--- config.mk ---
export PLATFORM = sky130hd
export DESIGN_NAME = prio_scan_encoder
export DESIGN_NICKNAME = d
export VERILOG_FILES = /design/src/rtl/prio_scan_pkg.sv /design/src/rtl/prio_scan_encoder_hex7seg.sv /design/src/rtl/prio_scan_encoder.sv
export SDC_FILE = /design/constraint.sdc
export NUM_CORES = 1
export LEC_CHECK = 0
export CAP_MARGIN = 20
export CORE_UTILIZATION = 48
export CTS_CLUSTER_SIZE = 28
export DETAILED_ROUTE_END_ITERATION = 6
export GPL_ROUTABILITY_DRIVEN = 0
export PLACE_DENSITY = 0.81
export SLEW_MARGIN = 20
export SYNTH_ARGS = -nofsm -noshare
export SYNTH_HDL_FRONTEND = slang
export SYNTH_SLANG_ARGS = --single-unit
--- constraint.sdc ---
create_clock -name clk -period 2.67 [get_ports clk]
set_clock_uncertainty 0.15 [all_clocks]
set_input_delay 0.534 -clock clk [delete_from_list [all_inputs] [get_ports clk]]
set_output_delay 0.534 -clock clk [all_outputs]
set_load 0.02 [all_outputs]
--- src/rtl/prio_scan_pkg.sv ---
// Shared types and constants for the priority scan encoder.
//   state_t   : scan FSM state encoding (IDLE, SCAN)
//   SEG_BLANK : active-low seven-segment pattern with every segment and dp dark
package prio_scan_pkg;

    typedef enum logic {
        IDLE = 1'b0,
        SCAN = 1'b1
    } state_t;

    localparam logic [7:0] SEG_BLANK = 8'hFF;

endpackage

--- src/rtl/prio_scan_encoder_hex7seg.sv ---
// Hex glyph lookup for a common-anode seven-segment digit.
//   nibble : 4-bit value to display
//   seg    : active-low {dp, g, f, e, d, c, b, a}; dp is always dark here,
//            the caller owns the decimal point.
module hex7seg (
    input  logic [3:0] nibble,
    output logic [7:0] seg
);

    logic [6:0] glyph;

    always_comb begin
        glyph = 7'b1111111;
        case (nibble)
            4'h0: glyph = 7'b1000000;
            4'h1: glyph = 7'b1111001;
            4'h2: glyph = 7'b0100100;
            4'h3: glyph = 7'b0110000;
            4'h4: glyph = 7'b0011001;
            4'h5: glyph = 7'b0010010;
            4'h6: glyph = 7'b0000010;
            4'h7: glyph = 7'b1111000;
            4'h8: glyph = 7'b0000000;
            4'h9: glyph = 7'b0010000;
            4'hA: glyph = 7'b0001000;
            4'hB: glyph = 7'b0000011;
            4'hC: glyph = 7'b1000110;
            4'hD: glyph = 7'b0100001;
            4'hE: glyph = 7'b0000110;
            4'hF: glyph = 7'b0001110;
            default: glyph = 7'b1111111;
        endcase
    end

    assign seg = {1'b1, glyph};

endmodule

--- src/rtl/prio_scan_encoder.sv ---
// Priority scan encoder: accepts a request vector and emits the index of each
// set bit, highest first, one index per out handshake.
//   clk, rst     : rising-edge clock, synchronous active-high reset
//   en           : global enable, low freezes state and hides both handshakes
//   in_valid/in_ready/in_vec    : request vector input handshake
//   out_valid/out_ready/out_idx : index output handshake
//   out_last     : current beat carries the final index of the vector
//   zero_flag    : one-cycle pulse after an all-zero vector is accepted
//   hex0         : registered active-low digit of out_idx, dp lit on the last
//                  beat; only present when PRIO_SCAN_SEG_DISPLAY_EN is defined
//
// state | meaning
// IDLE  | waiting for a vector, in_ready follows en
// SCAN  | pending holds the bits still to be emitted, out_valid follows en
module prio_scan_encoder
    import prio_scan_pkg::*;
#(
    parameter  int WIDTH = 8,
    localparam int IDX_W = $clog2(WIDTH)
) (
    input  logic             clk,
    input  logic             rst,
    input  logic             en,
    input  logic             in_valid,
    output logic             in_ready,
    input  logic [WIDTH-1:0] in_vec,
    output logic             out_valid,
    input  logic             out_ready,
    output logic [IDX_W-1:0] out_idx,
    output logic             out_last,
    output logic             zero_flag
`ifdef PRIO_SCAN_SEG_DISPLAY_EN
    ,
    output logic [7:0]       hex0
`endif
);

    state_t           state, state_nxt;
    logic [WIDTH-1:0] pending, pending_nxt;
    logic [IDX_W-1:0] hi_idx;
    logic             single;
    logic             accept;
    logic             pop;

    // Ascending scan: the last set bit seen is the highest one.
    always_comb begin
        hi_idx = '0;
        for (int i = 0; i < WIDTH; i++) begin
            if (pending[i]) hi_idx = IDX_W'(i);
        end
    end

    // Exactly one bit set: nonzero and clearing the lowest set bit leaves zero.
    assign single = (pending != '0) && ((pending & (pending - WIDTH'(1))) == '0);

    always_ff @(posedge clk) begin
        if (rst) begin
            state     <= IDLE;
            pending   <= '0;
            zero_flag <= 1'b0;
        end else begin
            state     <= state_nxt;
            pending   <= pending_nxt;
            zero_flag <= accept && (in_vec == '0);
        end
    end

    always_comb begin
        state_nxt   = state;
        pending_nxt = pending;
        case (state)
            IDLE: begin
                if (accept && (in_vec != '0)) begin
                    state_nxt   = SCAN;
                    pending_nxt = in_vec;
                end
            end
            SCAN: begin
                if (pop) begin
                    pending_nxt[hi_idx] = 1'b0;
                    if (single) state_nxt = IDLE;
                end
            end
            default: state_nxt = IDLE;
        endcase
    end

    always_comb begin
        in_ready  = en && (state == IDLE);
        out_valid = en && (state == SCAN);
        out_idx   = out_valid ? hi_idx : '0;
        out_last  = out_valid && single;
        accept    = in_valid && in_ready;
        pop       = out_valid && out_ready;
    end

`ifdef PRIO_SCAN_SEG_DISPLAY_EN
    logic [7:0] glyph;

    hex7seg u_hex7seg (
        .nibble (4'(out_idx)),
        .seg    (glyph)
    );

    always_ff @(posedge clk) begin
        if (rst) begin
            hex0 <= SEG_BLANK;
        end else if (out_valid) begin
            hex0 <= {glyph[7] & ~out_last, glyph[6:0]};
        end else begin
            hex0 <= SEG_BLANK;
        end
    end
`endif

endmodule

## Word-level counts from Yosys, hierarchy flattened

Index checks and enable logic that the tools add are counted.
Widths: inputs -> output; s select.

- $add $sub $neg: 1
- Magnitude comparators: 2
- Equality and inequality tests: 2
- Multiplexer cells: 17
- Bitwise operators: 4
- Reduce and logical (&&, ||, !) cells: 14

Operators by type and width:

| cell | count |
|---|---|
| $mux 3 | 7 |
| $and 8x8->8 | 2 |
| $logic_not 8->1 | 2 |
| $mux 8 | 2 |
| $pmux 8 s2 | 1 |
| $reduce_bool 8->1 | 2 |
| $logic_and 1x1->1 | 9 |
| $not 8->8 | 1 |
| $sub 8x1->8 const B | 1 |
| $mux 1 | 5 |
| $lt 3x4->1 const B | 1 |
| $demux 1 s3 | 1 |
| $ge 3x1->1 const B | 1 |
| $ne 2x1->1 const B | 1 |
| $ne 2x2->1 const B | 1 |
| $pmux 1 s2 | 1 |
| $reduce_and 2->1 | 1 |
| $not 1->1 | 1 |

- Flip-flop bits (word level): 10
- Bits of input ports: 13
- Output and inout port bits: 7
- Logic and storage cells: 43

## Longest topological paths before layout

Gate-level depths: netlist of run 1.

- Depth after elaboration: 15
- Depth in mapped cells: 6
- Mapped depth without buffers: 5

## Worst setup path before layout of run 1

Ideal clock, no wire load.

- Path kind: reg2out
- Start: reg pending[1]
- End: out out_last
- Data arrival time: 1402 ps
- Data required time: 1986 ps
- Slack: 584 ps
- Cell stages (with the launch flop): 5
- Buffers on the path: 0
- Cell sequence: dfxtp_1 nor4_4 xnor2_1 a31oi_1 nor3_1

- Longest elaborated chain between the ends: 5
- Elaborated cells on any way between the ends: 6
- Classes of those cells: add/sub: 1; bitwise: 1; reduce/logical: 4

Ends and longest elaborated chain:

| element | line | source |
|---|---|---|
| start, declared | prio_scan_encoder.sv:39 | `logic [WIDTH-1:0] pending, pending_nxt;` |
| start signal, assigned | prio_scan_encoder.sv:63 | `pending <= pending_nxt;` |
| $sub 8x1->8 | prio_scan_encoder.sv:54 | `assign single = (pending != '0) && ((pending & (pending - WIDTH'(1))) == '0);` |
| $and 8x8->8 | prio_scan_encoder.sv:54 |  |
| $logic_not 8->1 | prio_scan_encoder.sv:54 |  |
| $logic_and 1x1->1 (*) | prio_scan_encoder.sv:54 |  |
| $logic_and 1x1->1 (*) | prio_scan_encoder.sv:92 | `out_last = out_valid && single;` |
| end, declared | prio_scan_encoder.sv:30 | `output logic out_last,` |

Every way passes the cells marked *; elsewhere a longest branch is shown, timed or not.

## Final worst setup path of run 1

- Start: in en
- End: out out_idx[1]

- Longest elaborated chain between the ends: 2

Ends and longest elaborated chain:

| element | line | source |
|---|---|---|
| start, declared | prio_scan_encoder.sv:23 | `input logic en,` |
| $logic_and 1x1->1 | prio_scan_encoder.sv:90 | `out_valid = en && (state == SCAN);` |
| $mux 3 | prio_scan_encoder.sv:91 | `out_idx = out_valid ? hi_idx : '0;` |
| end, declared | prio_scan_encoder.sv:29 | `output logic [IDX_W-1:0] out_idx,` |

No other way between the ends.

==> summary.md, run 1 <==
| Metric | Value |
|---|---|
| Status | complete, no violations |
| Hold Path Origin | pending[0]$_SDFFE_PP0P_ |
| CP Class | in -> out |
| Power, Total | approximately 420 µW |
| Die Y | roughly 39 µm |
| Clk buf depth | 2 |
| RSZ-0062 raised after global routing | false |
| Hold endpoint | pending[0]$_SDFFE_PP0P_ |
| HP Class | reg -> reg |
| Post-layout minimum cycle time | ~2.6 ns |
| First-pass GRT wire length | between 2 and 3 mm |
| Max Cap Viol | 0 |
| TNS Setup | 0 ns |
| Initial drt markers | 11 |
| Most common cell after layout, fill and taps aside | clkdlybuf4s50_1 |
| Reg2reg start | pending[1]$_SDFFE_PP0P_ |
| Area share of fa/ha/maj cells after synthesis | under 10% |
| Slew Limit Fails | 0 |
| Core Footprint | roughly 1300 µm² |
| Synthesis warning total | 0 |
| Antenna Cells | 0 |
| PortBufs | 19 |
| Syn Nets | around 100 |
| Clk_lat worst skew | ~0.27 ns |
| Yosys reg bits | 10 |
| Clock Tree Root | clkbuf_4 |
| Slowest CP cell | clkdlybuf4s50_1 |
| Tcrit/Tclk final | 96.9% |
| Crit end category | primary output |
| IO Count | 20 |
| Vias per inst | 5.70 |
| Compound-Gate Fraction of Synth Area | a little over a quarter |
| Initial antenna violation count | 0 |
| Hold Vio Cnt, Final | 0 |
| Crit-path cells | clkdlybuf4s50_1 -> nand2_1 -> a21oi_1 -> clkdlybuf4s50_1 |
| Layout Nets | 121 |
| P_int | slightly below 300 µW |
| Most frequent cells in the layout | clkdlybuf4s50_1 (16), nand2_1 (11), a21oi_1 (10), dfxtp_1 (10), nor2_1 (8) |
| Pin count of the biggest net entering global routing | 15 |
| XOR/XNOR share of the synthesized area | about 2.6% |
| DR vias | between 600 and 700 |
| # rows | 13 |
| Vias in the first global route | slightly above 600 |
| Die ar. | 1550 µm² |
| Crit path DAT | about 1.9 ns |
| WL/cell | roughly 14 µm |
| Slew @ Worst Pin | between 0.4 and 0.5 ns |
| Synth Area per Inst | 7.78 µm² |
| Post-synthesis simple-gate area fraction | approximately a third |
| Drt pass-1 iters | 4 |
| Multiplexer share of the synthesized area | about 1.5% |
| CP peak stage delay | 0.62 ns |
| Clock Sinks | 10 |
| Max Clock Freq | slightly below 0.4 GHz |
| Final setup vio count | 0 |
| Power share of the sequential group | 41.3% |
| Nature of the critical path startpoint | input pin |
| Total setup buffers inserted after CTS | 0 |
| Unique cell type count in the Yosys netlist | 35 |
| Crit-path leading delay family | buffers and inverters |
| DRC | 0 |
| Synthesized cell area | ~670 µm² |
| Routed Antenna Nets | 0 |
| Buffers and inverters on the worst path | 2 |
| Synth Instances | 86 |
| Global-route usage over all layers | between 20% and 30% |
| CP max FO | 5 |
| WP data required | between 1.5 and 2 ns |
| Layout cells sized above 1 | 11.2% |
| Most common cell on crit path | clkdlybuf4s50_1 |
| TritonCTS clock tree | yes |
| Logic pwr share | 25.8% |
| WL final | around 1.7 mm |
| Psw | 122 µW |
| Number of cells on the worst hold path | 2 |
| Die X | 39.3 µm |
| Gr ovfl total | 0 |
| Rel. slew slack | a little over two thirds |
| Sw Share | between 20% and 30% |
| Register area share after synthesis | around 30% |
| Detail Placement HPWL | about 1.2 mm |
| Leakage Power | 0.000387 µW |
| Combinational family with the most area after synthesis | simple AND/OR/NAND/NOR gates |
| Power Density | ~450 nW/µm² |
| Worst-path clk slew | approximately 0.060 ns |
| FF-to-FF path depth | 4 |
| Reg2Reg Setup Slack | 0.97 ns |
| Worst vdd ir | around 0.42 mV |
| Clock Power Share | about a third |
| Initial core utilization | about half |
| CTS buffer count | 3 |
| Reg2Reg Capture Point | state$_SDFF_PP0_ |
| Layout Area Growth over Synthesis | 37.0% |
| H-tree Lvls | 1 |
[Yosys cell counts]
library cell	n	area share (%)
and4b_1	1	1.5
nor2_2	1	0.94
and2_1	2	1.9
o31a_1	2	2.6
nand2_1	11	6.2
maj3_1	1	1.5
buf_2	1	0.75
nor2_1	8	4.5
o21ai_4	1	2.4
o21ai_1	6	4.5
nand3_1	1	0.75
and3b_1	1	1.3
nand4b_1	1	1.3
nand2b_1	1	0.94
o22a_1	1	1.3
dfxtp_1	10	30
a31oi_1	1	0.94
nor3_1	2	1.5
a21boi_1	1	1.1
a221oi_1	1	1.3
xor2_1	1	1.3
or2_2	1	0.94
inv_1	2	1.1
nor2b_1	5	4.7
nor4_2	2	3.7
clkbuf_1	2	1.1
nor4_1	1	0.94
buf_1	1	0.56
xnor2_1	1	1.3
mux2i_1	1	1.5
a21boi_0	2	2.2
o41a_1	1	1.7
o21bai_1	1	1.1
a21oi_1	10	7.5
nor4_4	1	3.2
[per-stage QoR]
step                      area, µm²  hold WS, ns  instances  worst slack [ns]  util, %
final                           917        0.379        122            0.0839     70.5
after global routing            917        0.400        122           0.00645     70.5
after CTS                       912        0.383        122            0.0303     70.1
after detailed placement        877        0.374        118           -0.0107     67.4
after global placement          877        0.379        118            0.0393     67.4
after floorplan                 669        0.355         86             0.584        -
[worst reg2reg max path, cell delays in order, from the launching register on]
cell,delay (ns)
dfxtp_1,0.37
nor4_4,0.35
xnor2_1,0.16
a31oi_1,0.13
o41a_1,0.43
[worst max path at each step]
stage,start,cells after the start,end
global placement,en,4,out_last
global route,en,4,out_idx[1]
CTS,en,4,in_ready
detailed placement,en,4,out_last
finish,en,4,out_idx[1]
floorplan,pending[1]$_SDFFE_PP0P_,4,out_last
[state kept, by name (all words and copies together), names as in the netlist]
signal / flops
pending: 8
state: 1
zero_flag: 1
[timing repair]
item / CTS / global route
pin swaps: 0 / 0
endpoints found under the setup margin: 1 / 2
hold buffers: 0 / 0
resized for setup: 1 / 2
[cells by family after synthesis]
kind of cell,Yosys count
simple gates,39
compound gates,27
flops,10
buf+inv,6
xor+xnor,2
mux,1
fa+ha+maj,1
[area by class of cell]
class	instances	area, µm²
timing repair buffer	21	209
inverter	2	7.51
clock buffer	4	36.3
fill	117	384
tap	15	18.8
sequential	10	200
multi-input combinational	70	445
[per-layer routing]
metal	global-route usage, %	wire length [µm]	part of all wire [%]
met4	7.76	14	0.84
met1	27.1	720	43
met2	45.0	878	53
met5	0	0	0
met3	6.25	53	3.2
[power by group through the flow]
stage	logic, µW	registers [µW]	clock network [µW]
CTS	107	171	137
finish	107	172	137
global placement	105	174	0
floorplan	69.0	168	0
detailed placement	107	175	0
global route	117	173	149
Power figures use the tool's default switching activity.
==> run 2: changes to the inputs <==
Settings changed: CELL_PAD_IN_SITES_DETAIL_PLACEMENT set to 2, CELL_PAD_IN_SITES_GLOBAL_PLACEMENT set to 2, CORE_UTILIZATION 48 to 27, PLACE_DENSITY 0.81 to not set, PLACE_DENSITY_LB_ADDON set to 0.1.
==> run 2 against run 1 <==
- sequential power barely moved
- routed wire length rose by 16%
- largest power group unchanged
- critical path type unchanged
- combinational power rose by 7%
- register-to-register slack barely moved
- largest cell class unchanged
==> summary.md, run 2 (synthesis gave the netlist of run 1 again) <==
| Metric | Value |
|---|---|
| Status | complete, no violations |
| Most common cell on crit path | clkdlybuf4s50_1 |
| Placed cell areas | slightly above 900 µm² |
| Crit-path cells | clkdlybuf4s50_1 -> nand2_1 -> buf_4 -> inv_1 -> clkdlybuf4s50_1 |
| Crit-path leading delay family | buffers and inverters |
| Levels on crit path | 5 |
| Vias in the first global route | 706 |
| PortBufs | 19 |
| Final WS setup | ~0.10 ns |
| Gr ovfl total | 0 |
| First-pass GRT wire length | between 3 and 4 mm |
| Leakage Power | just over 0.0004 µW |
| CP max FO | 3 |
| Post-layout minimum cycle time | about 2.6 ns |
| Initial antenna violation count | 0 |
| IO Count | 20 |
| Met1 Wirelength | 970 µm |
| Layout Cell Area excl Fill | 938 µm² |
| Worst-path clk slew | 0.07 ns |
| Power, Total | between 300 and 400 µW |
| WL/cell | roughly 14 µm |
| Layout Nets | 123 |
| Rel. slew slack | 73.1% |
| CP Class | in -> out |
| RSZ-0062 raised after global routing | false |
| Pin count of the biggest net entering global routing | 14 |
| Tcrit/Tclk final | between 90% and 100% |
| Detail Placement HPWL | roughly 1.5 mm |
| Worst vdd ir | about 0.19 mV |
| Layout cells sized above 1 | between 10% and 20% |
| # rows | 17 |
| Pre-CTS setup slack | just under 0.03 ns |
| Uppermost layer routed | met4 |
| Hold Vio Cnt, Final | 0 |
| Most common cell after layout, fill and taps aside | clkdlybuf4s50_1 |
| Nature of the critical path startpoint | input pin |
| DR vias | between 700 and 800 |
| CP peak stage delay | between 0.5 and 0.6 ns |
| Initial drt markers | 11 |
| Drt pass-1 iters | 5 |
| H-tree Lvls | 1 |
| Slowest CP cell | clkdlybuf4s50_1 |
| Max Clock Freq | just under 0.4 GHz |
| Core Footprint | roughly 2300 µm² |
| Slew Limit Fails | 0 |
| Buffers and inverters on the worst path | 4 |
| DRC | 0 |
| FF-to-FF path depth | 5 |
| Antenna Cells | 0 |
| TNS Setup | 0 ns |
| DR WL met2 | 882 µm |
| Clock Tree Root | clkbuf_4 |
| CTS buffer count | 3 |
| Die ar. | approximately 2700 µm² |
| Final setup vio count | 0 |
| Reg with most FFs | pending |
| Power Density | between 400 and 500 nW/µm² |
| WP data required | between 1.5 and 2 ns |
| Crit end category | primary output |
| Layout Area Growth over Synthesis | 40.2% |
| Number of cells on the worst hold path | 2 |
| WL met3 | roughly 70 µm |
| Vias per inst | approximately 5.3 |
| Clock Sinks | 10 |
| Die X | 51.8 µm |
| TritonCTS clock tree | yes |
| Inst Count DP | 133 |
| Layout fillers | 260 |
| Most frequent cells in the layout | clkdlybuf4s50_1 (15), nand2_1 (11), a21oi_1 (10), dfxtp_1 (9), nor2_1 (8) |
| Layout Cells excl Fill | about 140 |
| HP Class | reg -> reg |
| WL final | between 1.5 and 2 mm |
| Slew @ Worst Pin | 0.399 ns |
| Max Cap Viol | 0 |
| Die Y | 51.8 µm |
| Max reg flops | 8 |
| Crit path DAT | between 1.5 and 2 ns |
| Top flop regs | pending (8), state (1), zero_flag (1) |
| Initial core utilization | 29.4% |
| Hold-fix buffers, CTS | 0 |
| Clk_lat worst skew | around 0.26 ns |
| Global-route usage over all layers | roughly 17% |
| Routed Antenna Nets | 0 |
| Clk buf depth | 2 |
run 2: where the power goes:
part           internal [µW]  leakage, µW  switching, µW
combinational           57.1     0.000313           57.3
clock                   52.0    0.0000138           52.4
sequential               157    0.0000820           12.0
total                    266     0.000408            122
run 2: cell type report:
type                       count  area, µm²  share of cell area [%]
timing repair buffer          23        226                    24.1
clock buffer                   3       22.5                    2.40
multi-input combinational     70        445                    47.5
sequential                    10        201                    21.5
tap                           28       35.0                    3.73
inverter                       2       7.51                   0.800
run 2: stage by stage:
step	hold WS, ns	util (%)
after CTS	0.414	40.8
after global placement	0.386	39.9
after detailed placement	0.395	39.9
final	0.408	41.2
after global routing	0.431	41.2
after floorplan	0.355	-
run 2: routing by layer:
layer / up-vias / track usage, %
li1: 355 / -
met1: 347 / 22.6
met2: 17 / 26.6
met3: 2 / 1.75
met4: 0 / 8.11
met5: - / 0
run 2: worst min-delay path, cell delays in order, from the launching register on:
cell	delay, ns
dfxtp_2	0.36
o21ai_1	0.09
a21oi_1	0.07
run 2: path summary, 6_finish.rpt:
check	start	to	slack [ns]
setup / recovery	en	out_valid	0.10
hold / removal	pending[1]$_SDFFE_PP0P_	pending[1]$_SDFFE_PP0P_	0.41
setup reg to reg	pending[0]$_SDFFE_PP0P_	state$_SDFF_PP0_	0.96
hold reg to reg	pending[1]$_SDFFE_PP0P_	pending[1]$_SDFFE_PP0P_	0.41
run 2: timing repair:
item	in CTS	in global routing
hold endpoints to repair	0	0
buffers inserted	0	0
resized for setup	1	4
setup endpoints to repair	1	3
